## config.mk

```make
export PLATFORM = sky130hd
export DESIGN_NAME = mcpu_bus_arbiter_flat
export DESIGN_NICKNAME = d
export VERILOG_FILES = /design/src/rtl/mcpu_bus_pkg.sv /design/src/rtl/mcpu_bus_arbiter_if.sv /design/src/rtl/mcpu_rr_pick.sv /design/src/rtl/mcpu_bus_arbiter.sv /design/src/flat_wrapper.sv
export SDC_FILE = /design/constraint.sdc
export NUM_CORES = 1
export LEC_CHECK = 0
export ABC_AREA = 1
export BUFFER_PORTS_ARGS = -buffer_cell sky130_fd_sc_hd__buf_4
export CORE_MARGIN = 2
export CORE_UTILIZATION = 40
export CTS_CLUSTER_SIZE = 16
export DETAILED_ROUTE_END_ITERATION = 8
export PLACE_DENSITY_LB_ADDON = 0.1
export SYNTH_ARGS = -nofsm -noshare
export SYNTH_HDL_FRONTEND = slang
export SYNTH_SLANG_ARGS = --single-unit
```

## constraint.sdc

```tcl
create_clock -name clk -period 1.5 [get_ports clk]
set_input_delay 0 -clock clk [delete_from_list [all_inputs] [get_ports clk]]
set_output_delay 0 -clock clk [all_outputs]
set_load 0.1 [all_outputs]
```

## src/rtl/mcpu_bus_pkg.sv

```systemverilog
// Shared types and constants for the MCPU shared data-bus arbiter.
package mcpu_bus_pkg;

    localparam int unsigned DATA_WIDTH = 16;
    localparam int unsigned N_REQ      = 3;
    localparam int unsigned MAX_BURST  = 8;
    localparam int unsigned IDX_W      = $clog2(N_REQ);
    localparam int unsigned CNT_W      = $clog2(MAX_BURST + 1);

    typedef enum logic [1:0] {
        REG_DRAM = 2'b00,
        REG_VRAM = 2'b01,
        REG_IROM = 2'b10,
        REG_NONE = 2'b11
    } region_e;

    typedef enum logic [1:0] {
        IDLE   = 2'd0,
        ACCESS = 2'd1,
        DONE   = 2'd2
    } state_e;

    typedef struct packed {
        logic dram_re;
        logic dram_we;
        logic vram_re;
        logic vram_we;
        logic irom_re;
    } strobe_t;

    function automatic region_e addr_region(input logic [DATA_WIDTH-1:0] addr);
        return region_e'(addr[DATA_WIDTH-1 -: 2]);
    endfunction

    // All-zero result marks a protected or unmapped access.
    function automatic strobe_t decode_strobe(input logic [DATA_WIDTH-1:0] addr,
                                              input logic                  we);
        strobe_t s;
        s = '0;
        case (addr_region(addr))
            REG_DRAM: begin
                s.dram_we = we;
                s.dram_re = !we;
            end
            REG_VRAM: begin
                s.vram_we = we;
                s.vram_re = !we;
            end
            REG_IROM: s.irom_re = !we;
            default:  s = '0;
        endcase
        return s;
    endfunction

endpackage

```

## src/rtl/mcpu_bus_arbiter_if.sv

```systemverilog
// Requester and memory-side signals of the shared MCPU data bus.
interface mcpu_bus_arbiter_if;
    import mcpu_bus_pkg::*;

    logic [N_REQ-1:0]            req;
    logic [N_REQ-1:0]            req_we;
    logic [N_REQ*DATA_WIDTH-1:0] req_addr;
    logic [N_REQ*DATA_WIDTH-1:0] req_wdata;
    logic [N_REQ-1:0]            gnt;
    logic [N_REQ-1:0]            ack;
    logic [DATA_WIDTH-1:0]       rdata;
    logic [DATA_WIDTH-1:0]       bus_addr;
    logic [DATA_WIDTH-1:0]       bus_wdata;
    logic [DATA_WIDTH-1:0]       bus_din;
    logic                        dram_re;
    logic                        dram_we;
    logic                        vram_re;
    logic                        vram_we;
    logic                        irom_re;
    logic                        err;

    // Requesters plus the memory read-data source.
    modport master (
        output req, req_we, req_addr, req_wdata, bus_din,
        input  gnt, ack, rdata, bus_addr, bus_wdata,
        input  dram_re, dram_we, vram_re, vram_we, irom_re, err
    );

    // The arbiter.
    modport slave (
        input  req, req_we, req_addr, req_wdata, bus_din,
        output gnt, ack, rdata, bus_addr, bus_wdata,
        output dram_re, dram_we, vram_re, vram_we, irom_re, err
    );

endinterface

```

## src/rtl/mcpu_rr_pick.sv

```systemverilog
// Combinational winner select: requester 0 has fixed priority, the rest
// rotate starting at rr_ptr and wrapping from N_REQ-1 back to 1.
module mcpu_rr_pick
    import mcpu_bus_pkg::*;
(
    input  logic [N_REQ-1:0] req_i,
    input  logic [IDX_W-1:0] rr_ptr_i,
    output logic [N_REQ-1:0] win_o,
    output logic [IDX_W-1:0] win_idx_o
);

    localparam int unsigned N_RR = N_REQ - 1;

    logic [IDX_W-1:0] base;
    logic [IDX_W-1:0] cand;
    logic             found;

    assign base = (rr_ptr_i == '0) ? '0 : rr_ptr_i - IDX_W'(1);

    always_comb begin
        win_o     = '0;
        win_idx_o = '0;
        found     = 1'b0;
        cand      = '0;
        if (req_i[0]) begin
            win_o[0] = 1'b1;
            found    = 1'b1;
        end else begin
            for (int unsigned k = 0; k < N_RR; k++) begin
                cand = IDX_W'(((32'(base) + k) % N_RR) + 32'd1);
                if (!found && req_i[cand]) begin
                    win_o[cand] = 1'b1;
                    win_idx_o   = cand;
                    found       = 1'b1;
                end
            end
        end
    end

endmodule

```

## src/rtl/mcpu_bus_arbiter.sv

```systemverilog
// Shared data-bus sequencer: grants one master per access, decodes the
// DRAM/VRAM/IROM strobes and returns registered read data with a one-cycle ack.
module mcpu_bus_arbiter
    import mcpu_bus_pkg::*;
(
    input  logic       clk,
    input  logic       reset,
    mcpu_bus_arbiter_if.slave bus
);

    state_e                state_q,     state_d;
    logic [IDX_W-1:0]      winner_q,    winner_d;
    logic [IDX_W-1:0]      rr_ptr_q,    rr_ptr_d;
    logic [N_REQ-1:0]      gnt_q,       gnt_d;
    logic [N_REQ-1:0]      ack_q,       ack_d;
    logic [CNT_W-1:0]      burst_cnt_q, burst_cnt_d;
    logic [DATA_WIDTH-1:0] rdata_q,     rdata_d;
    logic [DATA_WIDTH-1:0] addr_q,      addr_d;
    logic [DATA_WIDTH-1:0] wdata_q,     wdata_d;
    strobe_t               strobe_q,    strobe_d;
    logic                  bad_q,       bad_d;
    logic                  we_q,        we_d;
    logic                  err_q,       err_d;

    logic [N_REQ-1:0]      pick_win;
    logic [IDX_W-1:0]      pick_idx;
    logic [IDX_W-1:0]      sel_idx;
    logic [DATA_WIDTH-1:0] sel_addr;
    logic [DATA_WIDTH-1:0] sel_wdata;
    logic                  sel_we;
    strobe_t               sel_strobe;
    logic [CNT_W-1:0]      burst_inc;
    logic                  gpu_preempt;
    logic                  burst_more;
    logic                  load_access;

    mcpu_rr_pick u_pick (
        .req_i     (bus.req),
        .rr_ptr_i  (rr_ptr_q),
        .win_o     (pick_win),
        .win_idx_o (pick_idx)
    );

    // Operands of the access about to enter ACCESS: a fresh winner from IDLE,
    // or the current winner when a burst continues from DONE.
    always_comb begin
        sel_idx   = (state_q == IDLE) ? pick_idx : winner_q;
        sel_addr  = '0;
        sel_wdata = '0;
        sel_we    = 1'b0;
        for (int unsigned k = 0; k < N_REQ; k++) begin
            if (sel_idx == IDX_W'(k)) begin
                sel_addr  = bus.req_addr[k*DATA_WIDTH +: DATA_WIDTH];
                sel_wdata = bus.req_wdata[k*DATA_WIDTH +: DATA_WIDTH];
                sel_we    = bus.req_we[k];
            end
        end
        sel_strobe = decode_strobe(sel_addr, sel_we);
    end

    assign burst_inc   = burst_cnt_q + CNT_W'(1);
    assign gpu_preempt = (winner_q != '0) && bus.req[0];
    assign burst_more  = bus.req[winner_q] && (burst_inc < CNT_W'(MAX_BURST)) && !gpu_preempt;

    always_comb begin
        state_d     = state_q;
        winner_d    = winner_q;
        rr_ptr_d    = rr_ptr_q;
        gnt_d       = gnt_q;
        ack_d       = '0;
        burst_cnt_d = burst_cnt_q;
        rdata_d     = rdata_q;
        addr_d      = addr_q;
        wdata_d     = wdata_q;
        strobe_d    = '0;
        bad_d       = bad_q;
        we_d        = we_q;
        err_d       = err_q;
        load_access = 1'b0;

        case (state_q)
            IDLE: begin
                if (|bus.req) begin
                    winner_d    = pick_idx;
                    gnt_d       = pick_win;
                    burst_cnt_d = '0;
                    load_access = 1'b1;
                    state_d     = ACCESS;
                end
            end
            ACCESS: begin
                ack_d   = gnt_q;
                rdata_d = (!we_q && !bad_q) ? bus.bus_din : '0;
                err_d   = err_q | bad_q;
                state_d = DONE;
            end
            DONE: begin
                burst_cnt_d = burst_inc;
                if (burst_more) begin
                    load_access = 1'b1;
                    state_d     = ACCESS;
                end else begin
                    gnt_d   = '0;
                    state_d = IDLE;
                    if (winner_q != '0) begin
                        rr_ptr_d = (winner_q == IDX_W'(N_REQ - 1)) ? IDX_W'(1)
                                                                   : winner_q + IDX_W'(1);
                    end
                end
            end
            default: state_d = IDLE;
        endcase

        // Bus drive and strobes are registered so they are live exactly in ACCESS.
        if (load_access) begin
            addr_d   = sel_addr;
            wdata_d  = sel_wdata;
            we_d     = sel_we;
            strobe_d = sel_strobe;
            bad_d    = (sel_strobe == '0);
        end
    end

    always_ff @(posedge clk) begin
        if (reset) begin
            state_q     <= IDLE;
            winner_q    <= '0;
            rr_ptr_q    <= IDX_W'(1);
            gnt_q       <= '0;
            ack_q       <= '0;
            burst_cnt_q <= '0;
            rdata_q     <= '0;
            addr_q      <= '0;
            wdata_q     <= '0;
            strobe_q    <= '0;
            bad_q       <= 1'b0;
            we_q        <= 1'b0;
            err_q       <= 1'b0;
        end else begin
            state_q     <= state_d;
            winner_q    <= winner_d;
            rr_ptr_q    <= rr_ptr_d;
            gnt_q       <= gnt_d;
            ack_q       <= ack_d;
            burst_cnt_q <= burst_cnt_d;
            rdata_q     <= rdata_d;
            addr_q      <= addr_d;
            wdata_q     <= wdata_d;
            strobe_q    <= strobe_d;
            bad_q       <= bad_d;
            we_q        <= we_d;
            err_q       <= err_d;
        end
    end

    assign bus.gnt       = gnt_q;
    assign bus.ack       = ack_q;
    assign bus.rdata     = rdata_q;
    assign bus.bus_addr  = addr_q;
    assign bus.bus_wdata = wdata_q;
    assign bus.dram_re   = strobe_q.dram_re;
    assign bus.dram_we   = strobe_q.dram_we;
    assign bus.vram_re   = strobe_q.vram_re;
    assign bus.vram_we   = strobe_q.vram_we;
    assign bus.irom_re   = strobe_q.irom_re;
    assign bus.err       = err_q;

endmodule

```

## src/flat_wrapper.sv

```systemverilog
// flat-port wrapper written by rule: the top's interface ports become plain ports
module mcpu_bus_arbiter_flat import mcpu_bus_pkg::*;
  (clk, reset, bus_req, bus_req_we, bus_req_addr, bus_req_wdata, bus_bus_din, bus_gnt, bus_ack, bus_rdata, bus_bus_addr, bus_bus_wdata, bus_dram_re, bus_dram_we, bus_vram_re, bus_vram_we, bus_irom_re, bus_err);
  mcpu_bus_arbiter_if bus_i ();
  input  logic clk;
  input  logic reset;
  input wire logic [$bits(bus_i.req)-1:0] bus_req;
  input wire logic [$bits(bus_i.req_we)-1:0] bus_req_we;
  input wire logic [$bits(bus_i.req_addr)-1:0] bus_req_addr;
  input wire logic [$bits(bus_i.req_wdata)-1:0] bus_req_wdata;
  input wire logic [$bits(bus_i.bus_din)-1:0] bus_bus_din;
  output wire logic [$bits(bus_i.gnt)-1:0] bus_gnt;
  output wire logic [$bits(bus_i.ack)-1:0] bus_ack;
  output wire logic [$bits(bus_i.rdata)-1:0] bus_rdata;
  output wire logic [$bits(bus_i.bus_addr)-1:0] bus_bus_addr;
  output wire logic [$bits(bus_i.bus_wdata)-1:0] bus_bus_wdata;
  output wire logic [$bits(bus_i.dram_re)-1:0] bus_dram_re;
  output wire logic [$bits(bus_i.dram_we)-1:0] bus_dram_we;
  output wire logic [$bits(bus_i.vram_re)-1:0] bus_vram_re;
  output wire logic [$bits(bus_i.vram_we)-1:0] bus_vram_we;
  output wire logic [$bits(bus_i.irom_re)-1:0] bus_irom_re;
  output wire logic [$bits(bus_i.err)-1:0] bus_err;
  assign bus_i.req = bus_req;
  assign bus_i.req_we = bus_req_we;
  assign bus_i.req_addr = bus_req_addr;
  assign bus_i.req_wdata = bus_req_wdata;
  assign bus_i.bus_din = bus_bus_din;
  assign bus_gnt = bus_i.gnt;
  assign bus_ack = bus_i.ack;
  assign bus_rdata = bus_i.rdata;
  assign bus_bus_addr = bus_i.bus_addr;
  assign bus_bus_wdata = bus_i.bus_wdata;
  assign bus_dram_re = bus_i.dram_re;
  assign bus_dram_we = bus_i.dram_we;
  assign bus_vram_re = bus_i.vram_re;
  assign bus_vram_we = bus_i.vram_we;
  assign bus_irom_re = bus_i.irom_re;
  assign bus_err = bus_i.err;
  mcpu_bus_arbiter u_core (.clk(clk), .reset(reset), .bus(bus_i));
endmodule
```

==> flow_metrics.env <==
export IMPL_outcome="complete, but fails checks"
export IMPL_violations="setup timing"
export IMPL_post_route_period_util=1.27
export IMPL_antenna_found_initial=0
export IMPL_fin_crit_ns=1.91
export IMPL_slew_limit_headroom=0.757
export IMPL_wl_per_cell_microns=22.4
export IMPL_worst_slack_ns=-0.412
export IMPL_wirelength_microns=21000
export IMPL_cp_num_cells=12
export IMPL_via_per_inst=5.82
export IMPL_pwr_share_clk=0.263
export IMPL_power_share_combinational=0.445
export IMPL_clockBufferDepth=2
export IMPL_vias=5440
export IMPL_crit_family="simple AND/OR/NAND/NOR gates"
export IMPL_drc=0
export IMPL_die_area_sq_um=8740
export IMPL_numCtsBuffers=9
export IMPL_io_buffers=179
export IMPL_synth_area_sq_um=3200
export IMPL_area_growth_pct=121
export IMPL_track_usage=0.336
export IMPL_avgSynthCellArea_sq_um=6.56
export IMPL_first_global_vias=4875
export IMPL_required_ns=1.80
export IMPL_crit_chain="inv_1 > nand2_1 > nand2_1 > buf_4 > a21boi_4 > buf_4 > nand3_1 > nand2_1 > nand2_2 > nor2_1 > inv_1 > nor2_1"
export IMPL_slew_viol_final=0
export IMPL_hold_class="input port to flop"
export IMPL_rows=32
export IMPL_io_pins=180
export IMPL_ant_nets=0
export IMPL_netlist_instances=488
export IMPL_cp_num_buf_inv=4
export IMPL_pre_cts_ws_ns=-0.472
export IMPL_async_reset_ff_frac=0
export IMPL_p_int_mw=4.44
export IMPL_n_antenna_cell=0
export IMPL_start_util=0.414
export IMPL_syn_num_nets=609
export IMPL_maxClockFrequency_mhz=523
export IMPL_ctsRootBufferMaster="clkbuf_8"
export IMPL_synth_edf_count=0
export IMPL_clkTransAtPathRegs_ns=0.08
export IMPL_core_area_sq_um=7730
export IMPL_leakage_nw=3.51
export IMPL_yosysSeqAreaShare=0.450
export IMPL_ys_warn_count=0
export IMPL_reg2regPathDepth=12
export IMPL_hold_viol_final=0
export IMPL_cts_sinks=72
export IMPL_yosys_top_cells_count="nand2_1, dfxtp_1, nand3_1"
export IMPL_gp_congestion=0.829
export IMPL_cp_slowest_cell="dfxtp_2"
export IMPL_grt_setup_unrepaired="yes"
export IMPL_cpMostUsedCell="nand2_1"
export IMPL_swShare=0.424
export IMPL_p_total_mw=7.71
export IMPL_setup_viol=56
export IMPL_grt_overflow_total=0
export IMPL_tightest_slew_ns=0.361
export IMPL_synth_area_leaders="dfxtp_1, nand2_1, nand3_1"
export IMPL_yosysMostFrequentCell="nand2_1"
export IMPL_die_h_microns=93.5
export IMPL_h_tree_depth=3
export IMPL_start_kind="flop"
export IMPL_nets=948
export IMPL_synthFlopType="dfxtp_1"
export IMPL_worstPathMaxFanout=3
export IMPL_crit_type="flop to flop"
export IMPL_grt_max_degree=30
export IMPL_cp_end_kind="flop"
export IMPL_cap_violations=0
export IMPL_fin_skew_ns=0.0240
export IMPL_peakVddDrop_v=0.000639
export IMPL_die_x_microns=93.5
export IMPL_cts_tree="built"
export IMPL_synth_top_cell_by_area="dfxtp_1"
export IMPL_synth_seq_cells=72
export IMPL_p_seq_frac=0.292
export IMPL_synth_top_cell_area_share=0.450
export IMPL_drive_gt1_frac=0.466
export IMPL_dp_hpwl_microns=7180
export IMPL_firstDrtPassIters=6
export IMPL_worst_ep_arrival_time_ns=2.22
export IMPL_powerDensity_nw_per_um2=1090
export IMPL_hold_depth=2
export IMPL_synth_cell_types=24
export IMPL_critical_path_max_stage_delay_ns=0.36
export IMPL_dr_first_iter_drc_count=610
export IMPL_clk_latency_ns=0.38
export IMPL_power_switching_mw=3.27
export IMPL_grt_pass1_wl_microns=22700
power groups by stage:
stage               clock network, mW  registers (mW)  logic (mW)
floorplan                           0            3.39       0.561
global placement                    0            2.23        2.43
detailed placement                  0            2.23        2.45
CTS                              1.95            2.20        2.92
global route                     2.07            2.25        3.50
finish                           2.03            2.25        3.43
placed cells by master, fill, tap and decap left out, drive strengths merged, types with 3 or more instances in the layout:
cell         instances
nand2              255
nor2                39
dlygate4sd3        104
bufinv               3
nand3               37
buf                237
clkbuf              18
inv                 23
dfxtp               72
a21oi               27
o21ai               10
layer usage:
metal,GRT usage,vias to the layer above,part of all wire
met1,0.352,2391,0.31
li1,-,2195,-
met5,0,-,0
met2,0.573,626,0.45
met4,0.239,0,0.10
met3,0.0991,228,0.14
path summary, 6_finish.rpt:
kind                            from                  to  slack [ns]
setup / recovery  u_core.rr_ptr_q[0]  u_core.bus.irom_re       -0.41
hold / removal                 reset      u_core.bus.err        0.03
setup reg to reg  u_core.rr_ptr_q[0]  u_core.bus.irom_re       -0.41
hold reg to reg    u_core.bus.gnt[1]   u_core.bus.ack[1]        0.45
through the flow:
step / util / setup TNS [ns] / cell area, sq um / instances / hold WS (ns)
floorplan: - / 0 / 3200 / 488 / 0.143
global placement: 0.623 / -12.03 / 4810 / 775 / 0.261
detailed placement: 0.623 / -13.43 / 4810 / 775 / 0.270
CTS: 0.845 / -1.27 / 6530 / 920 / 0.00536
global route: 0.914 / -15.40 / 7060 / 934 / 0.0466
finish: 0.914 / -11.54 / 7060 / 934 / 0.0267
cell type report:
class / instances / area [sq um]
Tap cell: 102 / 128
Clock inverter: 4 / 98.8
Timing Repair Buffer: 347 / 3120
Clock buffer: 12 / 155
Inverter: 22 / 90.1
Multi-Input combinational cell: 375 / 2010
Fill cell: 260 / 663
Sequential cell: 72 / 1460
cells by family after synthesis:
logic type / synth area share
adders and majority gates: 0.00391
and+or+nand+nor: 0.419
xor gates and xnor gates: 0.00274
AOI/OAI and AO/OA: 0.0637
buffers and inverters: 0.0602
DFF: 0.450
worst reg2reg max path, stage by stage, from the launching register on:
cell and delay, ns:
dfxtp_2 0.36, inv_1 0.06, nand2_1 0.06, nand2_1 0.09, buf_4 0.16, a21boi_4 0.23, buf_4 0.17, nand3_1 0.10
nand2_1 0.12, nand2_2 0.10, nor2_1 0.19, inv_1 0.09, nor2_1 0.11
registers in the layout (all words and copies together), names as in the netlist, 2 cells and up:
register              cells
u_core.bus.gnt            3
u_core.bus.rdata         16
u_core.bus.bus_addr      16
u_core.rr_ptr_q           2
u_core.bus.ack            3
u_core.state_q            2
u_core.burst_cnt_q        4
u_core.winner_q           2
u_core.bus.bus_wdata     16
timing repair:
action,CTS,global route
endpoints found under the setup margin,38,60
setup buffers,20,12
gates cloned,5,7
pin swaps,28,55
hold buffers,104,0
hold endpoints to repair,46,0
gates resized for setup,45,119
No activity file was read; power rests on OpenSTA's default activity.
